===== src/rtl/tail_emitter.sv =====
// tail_emitter: serialises one instruction (header nibble + up to four tail
// nibbles of an immediate) into a nibble stream with valid/ready handshakes.
// Literal mode picks the shortest header that still sign-extends the value;
// raw mode uses the supplied header and its tail length from the shared table.
module tail_emitter #(
    parameter bit LSN_FIRST = 1'b1
) (
    input  logic        clk,
    input  logic        rst,
    input  logic        in_valid,
    output logic        in_ready,
    input  logic        in_lit,
    input  logic [3:0]  in_hdr,
    input  logic [15:0] in_imm,
    output logic        out_valid,
    input  logic        out_ready,
    output logic [3:0]  out_nib,
    output logic        out_last
);

    typedef enum logic [1:0] {
        IDLE = 2'd0,
        HDR  = 2'd1,
        TAIL = 2'd2
    } state_t;

    state_t      state_reg;
    logic [15:0] imm_reg;
    logic [2:0]  n_reg;
    logic [1:0]  cnt_reg;
    logic        in_ready_reg;
    logic        out_valid_reg;
    logic [3:0]  out_nib_reg;
    logic        out_last_reg;

    logic [3:0]  sel_hdr;
    logic [2:0]  sel_n;
    logic [3:0]  nib_arr [4];
    logic [1:0]  first_idx;
    logic [1:0]  next_idx;
    logic [3:0]  first_nib;
    logic [3:0]  next_nib;

    assign in_ready  = in_ready_reg;
    assign out_valid = out_valid_reg;
    assign out_nib   = out_nib_reg;
    assign out_last  = out_last_reg;

    // Tail length decode shared with the fetch side; unused codes carry no tail.
    function automatic logic [2:0] tail_len(input logic [3:0] h);
        logic [2:0] len;
        if (h[1:0] == 2'b00) begin
            len = 3'd1;
        end else if (h[3] && !h[1]) begin
            len = 3'd1;
        end else begin
            case (h)
                4'b0001: len = 3'd2;
                4'b0010: len = 3'd3;
                4'b0011: len = 3'd4;
                default: len = 3'd0;
            endcase
        end
        return len;
    endfunction

    // Map a tail position to the immediate nibble it carries, honouring order.
    function automatic logic [1:0] nib_index(input logic [2:0] n, input logic [1:0] pos);
        logic [1:0] k;
        if (LSN_FIRST) begin
            k = pos;
        end else begin
            // n in 1..4: (n-1-pos) mod 4 is exact because n=4 wraps to 0.
            k = n[1:0] - 2'd1 - pos;
        end
        return k;
    endfunction

    // Split the latched immediate into its four nibbles.
    genvar gi;
    generate
        for (gi = 0; gi < 4; gi++) begin : g_nib
            assign nib_arr[gi] = imm_reg[4*gi +: 4];
        end
    endgenerate

    // Choose header and tail length for the offered instruction.
    always_comb begin
        sel_hdr = in_hdr;
        sel_n   = tail_len(in_hdr);
        if (in_lit) begin
            if ((&in_imm[15:3]) || !(|in_imm[15:3])) begin
                sel_hdr = 4'b0000;
                sel_n   = 3'd1;
            end else if ((&in_imm[15:7]) || !(|in_imm[15:7])) begin
                sel_hdr = 4'b0001;
                sel_n   = 3'd2;
            end else if ((&in_imm[15:11]) || !(|in_imm[15:11])) begin
                sel_hdr = 4'b0010;
                sel_n   = 3'd3;
            end else begin
                sel_hdr = 4'b0011;
                sel_n   = 3'd4;
            end
        end
    end

    // Nibbles for the first tail slot and for the slot after the current one.
    always_comb begin
        first_idx = nib_index(n_reg, 2'd0);
        next_idx  = nib_index(n_reg, cnt_reg + 2'd1);
        first_nib = nib_arr[first_idx];
        next_nib  = nib_arr[next_idx];
    end

    // Control FSM with all handshake and stream outputs registered.
    always_ff @(posedge clk) begin
        if (rst) begin
            state_reg     <= IDLE;
            imm_reg       <= '0;
            n_reg         <= '0;
            cnt_reg       <= '0;
            in_ready_reg  <= 1'b1;
            out_valid_reg <= 1'b0;
            out_nib_reg   <= '0;
            out_last_reg  <= 1'b0;
        end else begin
            case (state_reg)
                IDLE: begin
                    if (in_valid) begin
                        imm_reg       <= in_imm;
                        n_reg         <= sel_n;
                        cnt_reg       <= '0;
                        in_ready_reg  <= 1'b0;
                        out_valid_reg <= 1'b1;
                        out_nib_reg   <= sel_hdr;
                        out_last_reg  <= (sel_n == 3'd0);
                        state_reg     <= HDR;
                    end
                end
                HDR: begin
                    if (out_ready) begin
                        if (n_reg == 3'd0) begin
                            in_ready_reg  <= 1'b1;
                            out_valid_reg <= 1'b0;
                            out_nib_reg   <= '0;
                            out_last_reg  <= 1'b0;
                            state_reg     <= IDLE;
                        end else begin
                            cnt_reg      <= '0;
                            out_nib_reg  <= first_nib;
                            out_last_reg <= (n_reg == 3'd1);
                            state_reg    <= TAIL;
                        end
                    end
                end
                TAIL: begin
                    if (out_ready) begin
                        if (({1'b0, cnt_reg} + 3'd1) == n_reg) begin
                            cnt_reg       <= '0;
                            in_ready_reg  <= 1'b1;
                            out_valid_reg <= 1'b0;
                            out_nib_reg   <= '0;
                            out_last_reg  <= 1'b0;
                            state_reg     <= IDLE;
                        end else begin
                            cnt_reg      <= cnt_reg + 2'd1;
                            out_nib_reg  <= next_nib;
                            out_last_reg <= (({1'b0, cnt_reg} + 3'd2) == n_reg);
                        end
                    end
                end
                default: begin
                    state_reg     <= IDLE;
                    in_ready_reg  <= 1'b1;
                    out_valid_reg <= 1'b0;
                    out_nib_reg   <= '0;
                    out_last_reg  <= 1'b0;
                end
            endcase
        end
    end

endmodule


===== config.mk =====
export PLATFORM = sky130hd
export DESIGN_NAME = tail_emitter
export DESIGN_NICKNAME = d
export VERILOG_FILES = /design/src/rtl/tail_emitter.sv
export SDC_FILE = /design/constraint.sdc
export NUM_CORES = 1
export LEC_CHECK = 0
export ABC_AREA = 1
export BUFFER_PORTS_ARGS = -buffer_cell sky130_fd_sc_hd__clkbuf_2
export CORE_ASPECT_RATIO = 0.6
export CORE_MARGIN = 1
export CORE_UTILIZATION = 49
export DETAILED_ROUTE_END_ITERATION = 12
export PLACE_DENSITY = 0.82
export RECOVER_POWER = 50
export SYNTH_ARGS = -nofsm -noshare
export SYNTH_HDL_FRONTEND = slang
export SYNTH_SLANG_ARGS = --single-unit

===== constraint.sdc =====
create_clock -name clk -period 1.3 [get_ports clk]
set_input_delay 0.13 -clock clk [delete_from_list [all_inputs] [get_ports clk]]
set_output_delay 0.13 -clock clk [all_outputs]
set_load 0.05 [all_outputs]

### Word level (Yosys, flattened, before mapping)

Index checks and enable logic that the tools add are counted.

| word-level totals | value |
|---|---|
| register bits | 30 |
| input bits | 25 |
| output and inout port bits | 7 |
| logic and storage cells | 101 |

| cells by class | value |
|---|---|
| add/subtract/negate cells | 3 |
| $lt $le $gt $ge | 1 |
| eq/ne operators | 14 |
| muxes and demuxes | 50 |
| bitwise gates (word level) | 1 |
| reductions and logical operators | 24 |

Operator list:

| cell | number |
|---|---|
| $mux 4 | 8 |
| $mux 2 | 12 |
| $mux 3 | 6 |
| $mux 1 | 16 |
| $reduce_and 5->1 | 3 |
| $reduce_and 13->1 | 1 |
| $reduce_or 13->1 | 1 |
| $ne 2x2->1 const B | 6 |
| $pmux 2 s3 | 2 |
| $pmux 4 s3 | 1 |
| $pmux 1 s3 | 3 |
| $pmux 3 s3 | 1 |
| $reduce_and 9->1 | 1 |
| $reduce_or 9->1 | 1 |
| $bmux 4 s2 | 1 |
| $eq 4x2->1 const B | 2 |
| $eq 3x3->1 | 2 |
| $logic_not 3->1 | 2 |
| $reduce_or 5->1 | 1 |
| $eq 4x1->1 const B | 1 |
| $logic_not 1->1 | 4 |
| $logic_not 2->1 | 2 |
| $reduce_and 4->1 | 1 |
| $add 2x1->3 const B | 1 |
| 12 further kinds | 14 |

### Depth between registers and ports, before layout

Gate-level depths: netlist (run 1).

| logic depth | value |
|---|---|
| depth in word-level cells | 10 |
| depth in mapped cells | 12 |
| depth with buffers taken out | 12 |

### Worst setup path before layout (run 1)

Ideal clock, no wire load.

| timing | value |
|---|---|
| kind | register to register |
| start | register cnt_reg[0] |
| end | register out_nib_reg[0] (netlist: out_nib[0]) |
| library setup time | 0.130 ns |
| data arrival time | 1.296 ns |
| data required time | 1.170 ns |
| path slack | -0.127 ns |
| cell stages (with the launch flop) | 10 |
| path buffers | 0 |
| clock period less this slack | 1.427 ns |
| path through | dfxtp_1 > ha_1 > xnor2_1 > nand3_1 > nand2_2 > inv_1 > nand2_1 > nand4_1 > nand2_1 > a21oi_1 |

| on the way | value |
|---|---|
| longest elaborated chain between the ends | 8 |
| elaborated cells on any way between the ends | 10 |
| those cells by class | add/sub (2); eq/ne (1); mux (6); bitwise (1) |

RTL lines:

| element | RTL line | source |
|---|---|---|
| start, declared | 30 | `logic [1:0] cnt_reg;` |
| start signal, assigned | 167 | `cnt_reg <= cnt_reg + 2'd1;` |
| $add 2x1->2 | 111 | `next_idx = nib_index(n_reg, cnt_reg + 2'd1);` |
| $not 2->3 (not written as such) | 113 | `next_nib = nib_arr[next_idx];` |
| $bmux 4 s2 | 113 |  |
| $mux 4 (not written as such) (2 in series) | 113 |  |
| $mux 4 (*) | 159 | `if (({1'b0, cnt_reg} + 3'd1) == n_reg) begin` |
| $mux 4 (*) | 158 | `if (out_ready) begin` |
| $pmux 4 s3 (*) | 128 | `case (state_reg)` |
| end signal, assigned | 136 | `out_nib_reg <= sel_hdr;` |
| end signal, assigned | 151 | `out_nib_reg <= first_nib;` |
| end signal, assigned | 168 | `out_nib_reg <= next_nib;` |
| end, declared | 33 | `logic [3:0] out_nib_reg;` |

Every way passes the cells marked *; elsewhere a longest branch is shown, timed or not. The select of a mux whose other input is x is not followed.
A chain may end at the register's enable or synchronous reset.

### Worst setup path in the final report (run 1)

| timing | value |
|---|---|
| start | register cnt_reg[0] |
| end | register in_ready_reg (netlist: in_ready) |

| on the way | value |
|---|---|
| longest elaborated chain between the ends | 4 |

RTL lines:

| element | RTL line | source |
|---|---|---|
| $add 2x1->3 | 159 |  |
| $eq 3x3->1 | 159 |  |
| $ne 2x2->1 (no line) | n/a |  |
| $reduce_and 5->1 (no line) | n/a |  |
| end signal, assigned | 144 | `in_ready_reg <= 1'b1;` |
| end signal, assigned | 161 | `in_ready_reg <= 1'b1;` |
| end signal, assigned | 175 | `in_ready_reg <= 1'b1;` |
| end, declared | 31 | `logic in_ready_reg;` |

Every way passes these cells.

==> results of run 1 <==
-- layout make-up --
cell class / instances / area, um2 / share of cell area [%]
repair buffers: 60 / 377 / 17.3
clock inverters: 2 / 12.5 / 0.574
flip-flops and latches: 30 / 606 / 27.8
clock buffers: 6 / 82.6 / 3.79
well taps: 42 / 52.6 / 2.41
multi-input cells: 191 / 935 / 42.9
inverters: 29 / 116 / 5.34
-- layer usage --
layer | track usage [%] | routed length, um
met1 | 38.5 | 2290
met5 | 0 | 0
met2 | 50.4 | 2180
met3 | 8.35 | 313
met4 | 10.0 | 65
-- cell usage after synthesis (all sizes together) --
cell / number / area (um2)
nand2: 48 / 190
o211ai: 2 / 20.0
o22ai: 3 / 18.8
nand3: 15 / 75.1
a31oi: 1 / 6.26
o21bai: 1 / 7.51
nand4: 2 / 12.5
inv: 29 / 109
xnor2: 2 / 17.5
a21oi: 20 / 115
ha: 1 / 12.5
dfxtp: 30 / 601
nor2: 59 / 226
nor3: 4 / 25.0
o21a: 1 / 7.51
buf: 3 / 20.0
xor2: 1 / 8.76
clkbuf: 5 / 18.8
o21ai: 30 / 150
o31ai: 1 / 7.51
-- cells by family after synthesis --
family | after synthesis
simple gates | 128
fa+ha+maj | 1
flops | 30
compound gates | 59
buf+inv | 37
xor+xnor | 3
-- what timing repair did --
item | in CTS | in global routing
hold endpoints to repair | 0 | 0
gates resized for setup | 8 | 7
endpoints found under the setup margin | 22 | 13
pin swaps | 4 | 2
gates cloned | 0 | 0
setup buffers | 1 | 2
-- worst paths after layout --
path | endpoint | startpoint | depth (start not counted) | slack (ns)
worst max register to register | in_ready | cnt_reg[0] | 8 | -0.24
worst min register to register | imm_reg[8] | imm_reg[8] | 2 | 0.46
worst min-delay path | imm_reg[2] | in_imm[2] | 3 | 0.1
worst max-delay path | in_ready | cnt_reg[0] | 8 | -0.24
-- report_power, final --
part	switching [mW]	internal, mW	leakage (nW)	total (mW)
logic	0.812	0.542	0.729	1.35
registers	0.107	1.07	0.249	1.17
clock network	0.359	0.424	0.0472	0.783
-- stage by stage --
stage | setup WS [ns] | cells | total power, mW | area [um2] | hold WS, ns
finish | -0.238 | 360 | 3.31 | 2180 | 0.0994
global route | -0.310 | 360 | 3.51 | 2180 | 0.0881
CTS | -0.150 | 358 | 3.24 | 2150 | 0.0972
detailed placement | -0.145 | 349 | 2.40 | 2030 | 0.393
global placement | -0.0475 | 349 | 2.36 | 2030 | 0.384
floorplan | -0.0304 | 258 | 1.94 | 1660 | 0.281
-- worst max-delay path: cells and delay by family (launching register included) --
kind | cells | cell delay (ns)
fa+ha+maj | 1 | 0.31
flops | 1 | 0.34
compound gates | 1 | 0.11
xor+xnor | 1 | 0.12
simple gates | 5 | 0.60
==> metrics, run 1 <==
status finished, violations left; failing checks negative setup slack; drt via density 5.13; post-synthesis mux area share 0%; area grow syn2layout 32.2%; post-synthesis instance area 1650 um2; critical path's largest stage delay 0.34 ns; Yosys warnings 0; Congestion Overflow GR 0; fin crit share 118%; initial antenna violation count 0; Synth cell types 29; Synth Area in Simple Gates 32.1%; DRT antenna net count 0; clock sinks 30; Synth Area in Adders 0.759%; crit path DAT 1.76 ns; Worst EP required 1.52 ns; Min-Delay Path Class in2reg; die area 3610 um2; Hold Buf Count CTS 0; routability cong. 0.875; HPWL after DPL 3.58 mm; TritonCTS clock tree done; global-route wire length before repair 7.96 mm; maxcap violations 0; count of final max-slew check failures 0; CP most frequent cell nand3_1; CP Capture Type register; Core Area 3020 um2; RSZ-0062 raised after global routing true; Final nets 343; Yosys reg bits 30; Die H 46.9 um; Cells after Synth 258; Rows 15; Avg WL per Cell 13.5 um; type of origin of the critical path register; drc violations 0; XOR/XNOR share of the synthesized area 1.59%; most frequent cells in the layout nor2_1 (55), nand2_1 (44), clkbuf_2 (31); Leak 1.03 nW; Port-buffer cells 31; Synth Area in Compound Gates 20.2%; Final Setup Violations 10; share of layout cells above drive strength 1 29.6%; Period minus WS final 1.54 ns; DIE WIDTH 76.9 um; Slew @ Worst Pin 0.279 ns; final clock skew 0.00711 ns; power density over the cells 1520 nW/um2; largest net degree at the start of global routing 22; crit path kind reg2reg; CP Cell Sequence ha_4, xnor2_2, nand3_1, nand2_2, nand3_1, nand2_1, nor2_1, a21oi_1; syn_nets 284; setup_tns -1.48 ns; worst vdd ir 583 uV; Routed WL 4.86 mm; CTS root buf clkbuf_8; setup ws final -0.238 ns; H-Tree Depth 2; Layout Utilization 72.2%; DRT iter0 DRCs 150; via count 1,847; clk_lat worst skew 0.29 ns; CTS buffer count 5; commonest non-fill, non-tap cell in the layout nor2_1; # IOs 32; Longest Clk Path Bufs 2; Total GRT Usage 30.0%; DRT Pass-1 Iters 4; vias in the first global route 1,760; Syn Area/Cell 6.39 um2; max reg flops 16; Hold Fails Final Rpt 0; CP max stage cell dfxtp_2; crit-path max FO 5; Clk pin slew, worst setup/hold paths 0.06 ns; n_diodes 0; Slew HR 81.2%; sequential fraction of the synthesis area 36.4%; FMAX 650 MHz; Starting Density 54.6%; main combinational cell family by area after synthesis simple AND/OR/NAND/NOR gates; fill count 248
Power figures use the tool's default switching activity.
==> run 2, diff against run 1 <==
- REMOVE_ABC_BUFFERS: unset -> 1
==> run 2 against run 1 <==
Net effect:
- first-iteration DRC count increased by 36%
- the flow still finishes with violations (negative setup slack)
- critical endpoint is now cnt_reg[1]
- clock skew decreased by 0.0032 ns
- core utilization increased by 3.4 points
- hold slack improved by 0.015 ns
- clock-buffer cell count increased by 1
- setup slack improved by 0.039 ns
- global-route usage decreased by 1.1 points
- clock power decreased by 0.8%
==> metrics, run 2 (same netlist as run 1, synthesis figures left out) <==
routability cong. 0.927 (+5.9%); status finished, violations left; Hold Fails Final Rpt 0 (unchanged); # IOs 32 (unchanged); DRT Pass-1 Iters 7 (+3); FF-to-FF path depth 8 (unchanged); Core Area 3020 um2 (unchanged); crit-path max FO 5 (unchanged); Slew @ Worst Pin 0.294 ns (+0.0154 ns); max reg flops 16 (unchanged); GRT met3 Usage 6.41% (-1.9 points); count of final max-slew check failures 0 (unchanged); Sw Share 39.5% (+0.86 points); part of the power in registers 34.5% (-1.0 points); die area 3610 um2 (unchanged); via count 1,912 (+3.5%); CTS buffer count 5 (unchanged); Final nets 339 (-1.2%); HPWL after DPL 3.39 mm (-5.5%); Leak 1.04 nW (+1.8%); Worst EP required 1.47 ns (-0.05 ns); CP Capture Type register; TritonCTS clock tree done; Port-buffer cells 31 (unchanged); DRT antenna net count 0 (unchanged); type of origin of the critical path register; Total GRT Usage 28.9% (-1.1 points); met1 Track Usage GR 38.3% (-0.21 points); Slew HR 80.4% (-0.85 points); share of layout cells above drive strength 1 33.1% (+3.6 points); power density over the cells 1530 nW/um2 (+0.64%); area grow syn2layout 38.4%; Reg2Reg Setup Slack -0.20 ns (+0.04 ns); critical path endpoint cnt_reg[1]; Hold Buf Count CTS 0 (unchanged); Rows 15 (unchanged); Critical R2R Launch cnt_reg[0]; crit path DAT 1.67 ns (-0.09 ns); drt via density 5.37 (+4.7%); clock group share of total power 22.3% (-1.3 points); CTS root buf clkbuf_8; maxcap violations 0 (unchanged); Starting Density 54.6% (unchanged); Final Setup Violations 10 (unchanged); Layout Utilization 75.5% (+3.4 points); n_diodes 0 (unchanged); clk_lat worst skew 0.28 ns (about the same); Final Cell Area 2280 um2 (+4.6%); fin crit share 115% (-3.0 points); worst vdd ir 640 uV (+9.7%); cell internal pwr 2.11 mW (+3.8%); vias in the first global route 1,637 (-7.0%); DRT iter0 DRCs 204 (+36%); global-route wire length before repair 7.76 mm (-2.5%); largest net degree at the start of global routing 22 (unchanged); Routed WL 5.17 mm (+6.5%); CP Cell Sequence ha_4, xnor2_1, nand3_2, nand2_4, buf_4, nor3_2, a21oi_1, nor2_1; Die H 46.9 um (unchanged); Congestion Overflow GR 0 (unchanged); GRT busiest layer met2; DP Area 2000 um2 (-1.5%); Longest Clk Path Bufs 2 (unchanged); Comb power frac 43.2% (+2.3 points); setup_tns -1.32 ns (+0.164 ns); final clock skew 0.00389 ns (-0.00323 ns); commonest non-fill, non-tap cell in the layout nor2_1; failing checks negative setup slack; initial antenna violation count 0 (unchanged); FF-to-FF End cnt_reg[1]; setup ws final -0.198 ns (+0.0395 ns); Clk pin slew, worst setup/hold paths 0.06 ns (about the same); GR Util met2 47.9% (-2.5 points); Period minus WS final 1.50 ns (-0.0395 ns); most frequent cells in the layout nor2_1 (54), nand2_1 (43), clkbuf_2 (31); Avg WL per Cell 14.5 um (+7.7%); H-Tree Depth 2 (unchanged); FMAX 668 MHz (+2.6%); CP Launch Point cnt_reg[0]; drc violations 0 (unchanged); clock sinks 30 (unchanged); Psw 1.38 mW (+7.7%); Min-Delay Path Class in2reg; crit path kind reg2reg; critical path's largest stage delay 0.36 ns (+0.02 ns); CP max stage cell dfxtp_4; RSZ-0062 raised after global routing true; DIE WIDTH 76.9 um (unchanged)
==> run 2: changes by cell type in the layout (fill, tap and decap cells not counted), moves of 3 or more <==
| cell | previous run | this run |
|---|---|---|
| a21oi_1 | 17 | 13 |
| a21oi_2 | 2 | 6 |
| buf_12 | 0 | 3 |
| buf_4 | 28 | 20 |
| dfxtp_4 | 0 | 3 |
| o21ai_2 | 0 | 3 |
==> run 2: worst min path at each step <==
| stage | start | to | slack, ns | cells past startpoint |
|---|---|---|---|---|
| 2_1_floorplan | rst | out_last | 0.20 | 1 |
| 3_3_place_gp | in_imm[12] | imm_reg[12] | 0.40 | 3 |
| 3_5_place_dp | in_imm[12] | imm_reg[12] | 0.41 | 3 |
| 4_1_cts | in_imm[12] | imm_reg[12] | 0.11 | 3 |
| 5_1_grt | in_imm[12] | imm_reg[12] | 0.12 | 3 |
| 6_report | in_imm[12] | imm_reg[12] | 0.11 | 3 |
==> run 2: layout make-up <==
type                       instances  area (um2)
tap                               42        52.6
multi-input combinational        191        1020
fill                             232         739
sequential                        30         616
clock inverter                     1        5.00
inverter                          29         113
timing repair buffer              56         388
clock buffer                       7        86.3
==> run 2: metrics by stage <==
stage / worst slack [ns] / std cells / hold slack (ns) / power (mW)
6_report: -0.198 / 356 / 0.114 / 3.49
5_1_grt: -0.253 / 356 / 0.115 / 3.66
4_1_cts: -0.0891 / 353 / 0.110 / 3.28
3_5_place_dp: -0.198 / 342 / 0.407 / 2.37
3_3_place_gp: -0.142 / 342 / 0.404 / 2.34
2_1_floorplan: -0.298 / 250 / 0.199 / 1.89
==> run 2: critical path, delay by kind of cell (launching register included) <==
family	cells	cell delay (ns)
compound gates	1	0.16
xor+xnor	1	0.21
fa+ha+maj	1	0.16
buf+inv	1	0.11
flops	1	0.36
simple gates	4	0.38
==> run 2: metal layers <==
metal | wire length [um] | share of wire [%]
met3 | 466 | 9.0
met4 | 104 | 2.0
met5 | 0 | 0
met2 | 2270 | 44
met1 | 2340 | 45
==> run 2: power groups by stage <==
| stage | clock, mW | combinational (mW) | sequential, mW |
|---|---|---|---|
| floorplan | 0 | 0.599 | 1.29 |
| global placement | 0 | 1.16 | 1.18 |
| detailed placement | 0 | 1.19 | 1.18 |
| CTS | 0.780 | 1.32 | 1.18 |
| global route | 0.831 | 1.61 | 1.22 |
| finish | 0.777 | 1.51 | 1.20 |
==> run 2: repair_timing <==
| item | in CTS | in global routing |
|---|---|---|
| setup buffers | 3 | 3 |
| pin swaps | 9 | 7 |
| endpoints found under the setup margin | 11 | 11 |
| gates resized for setup | 24 | 21 |
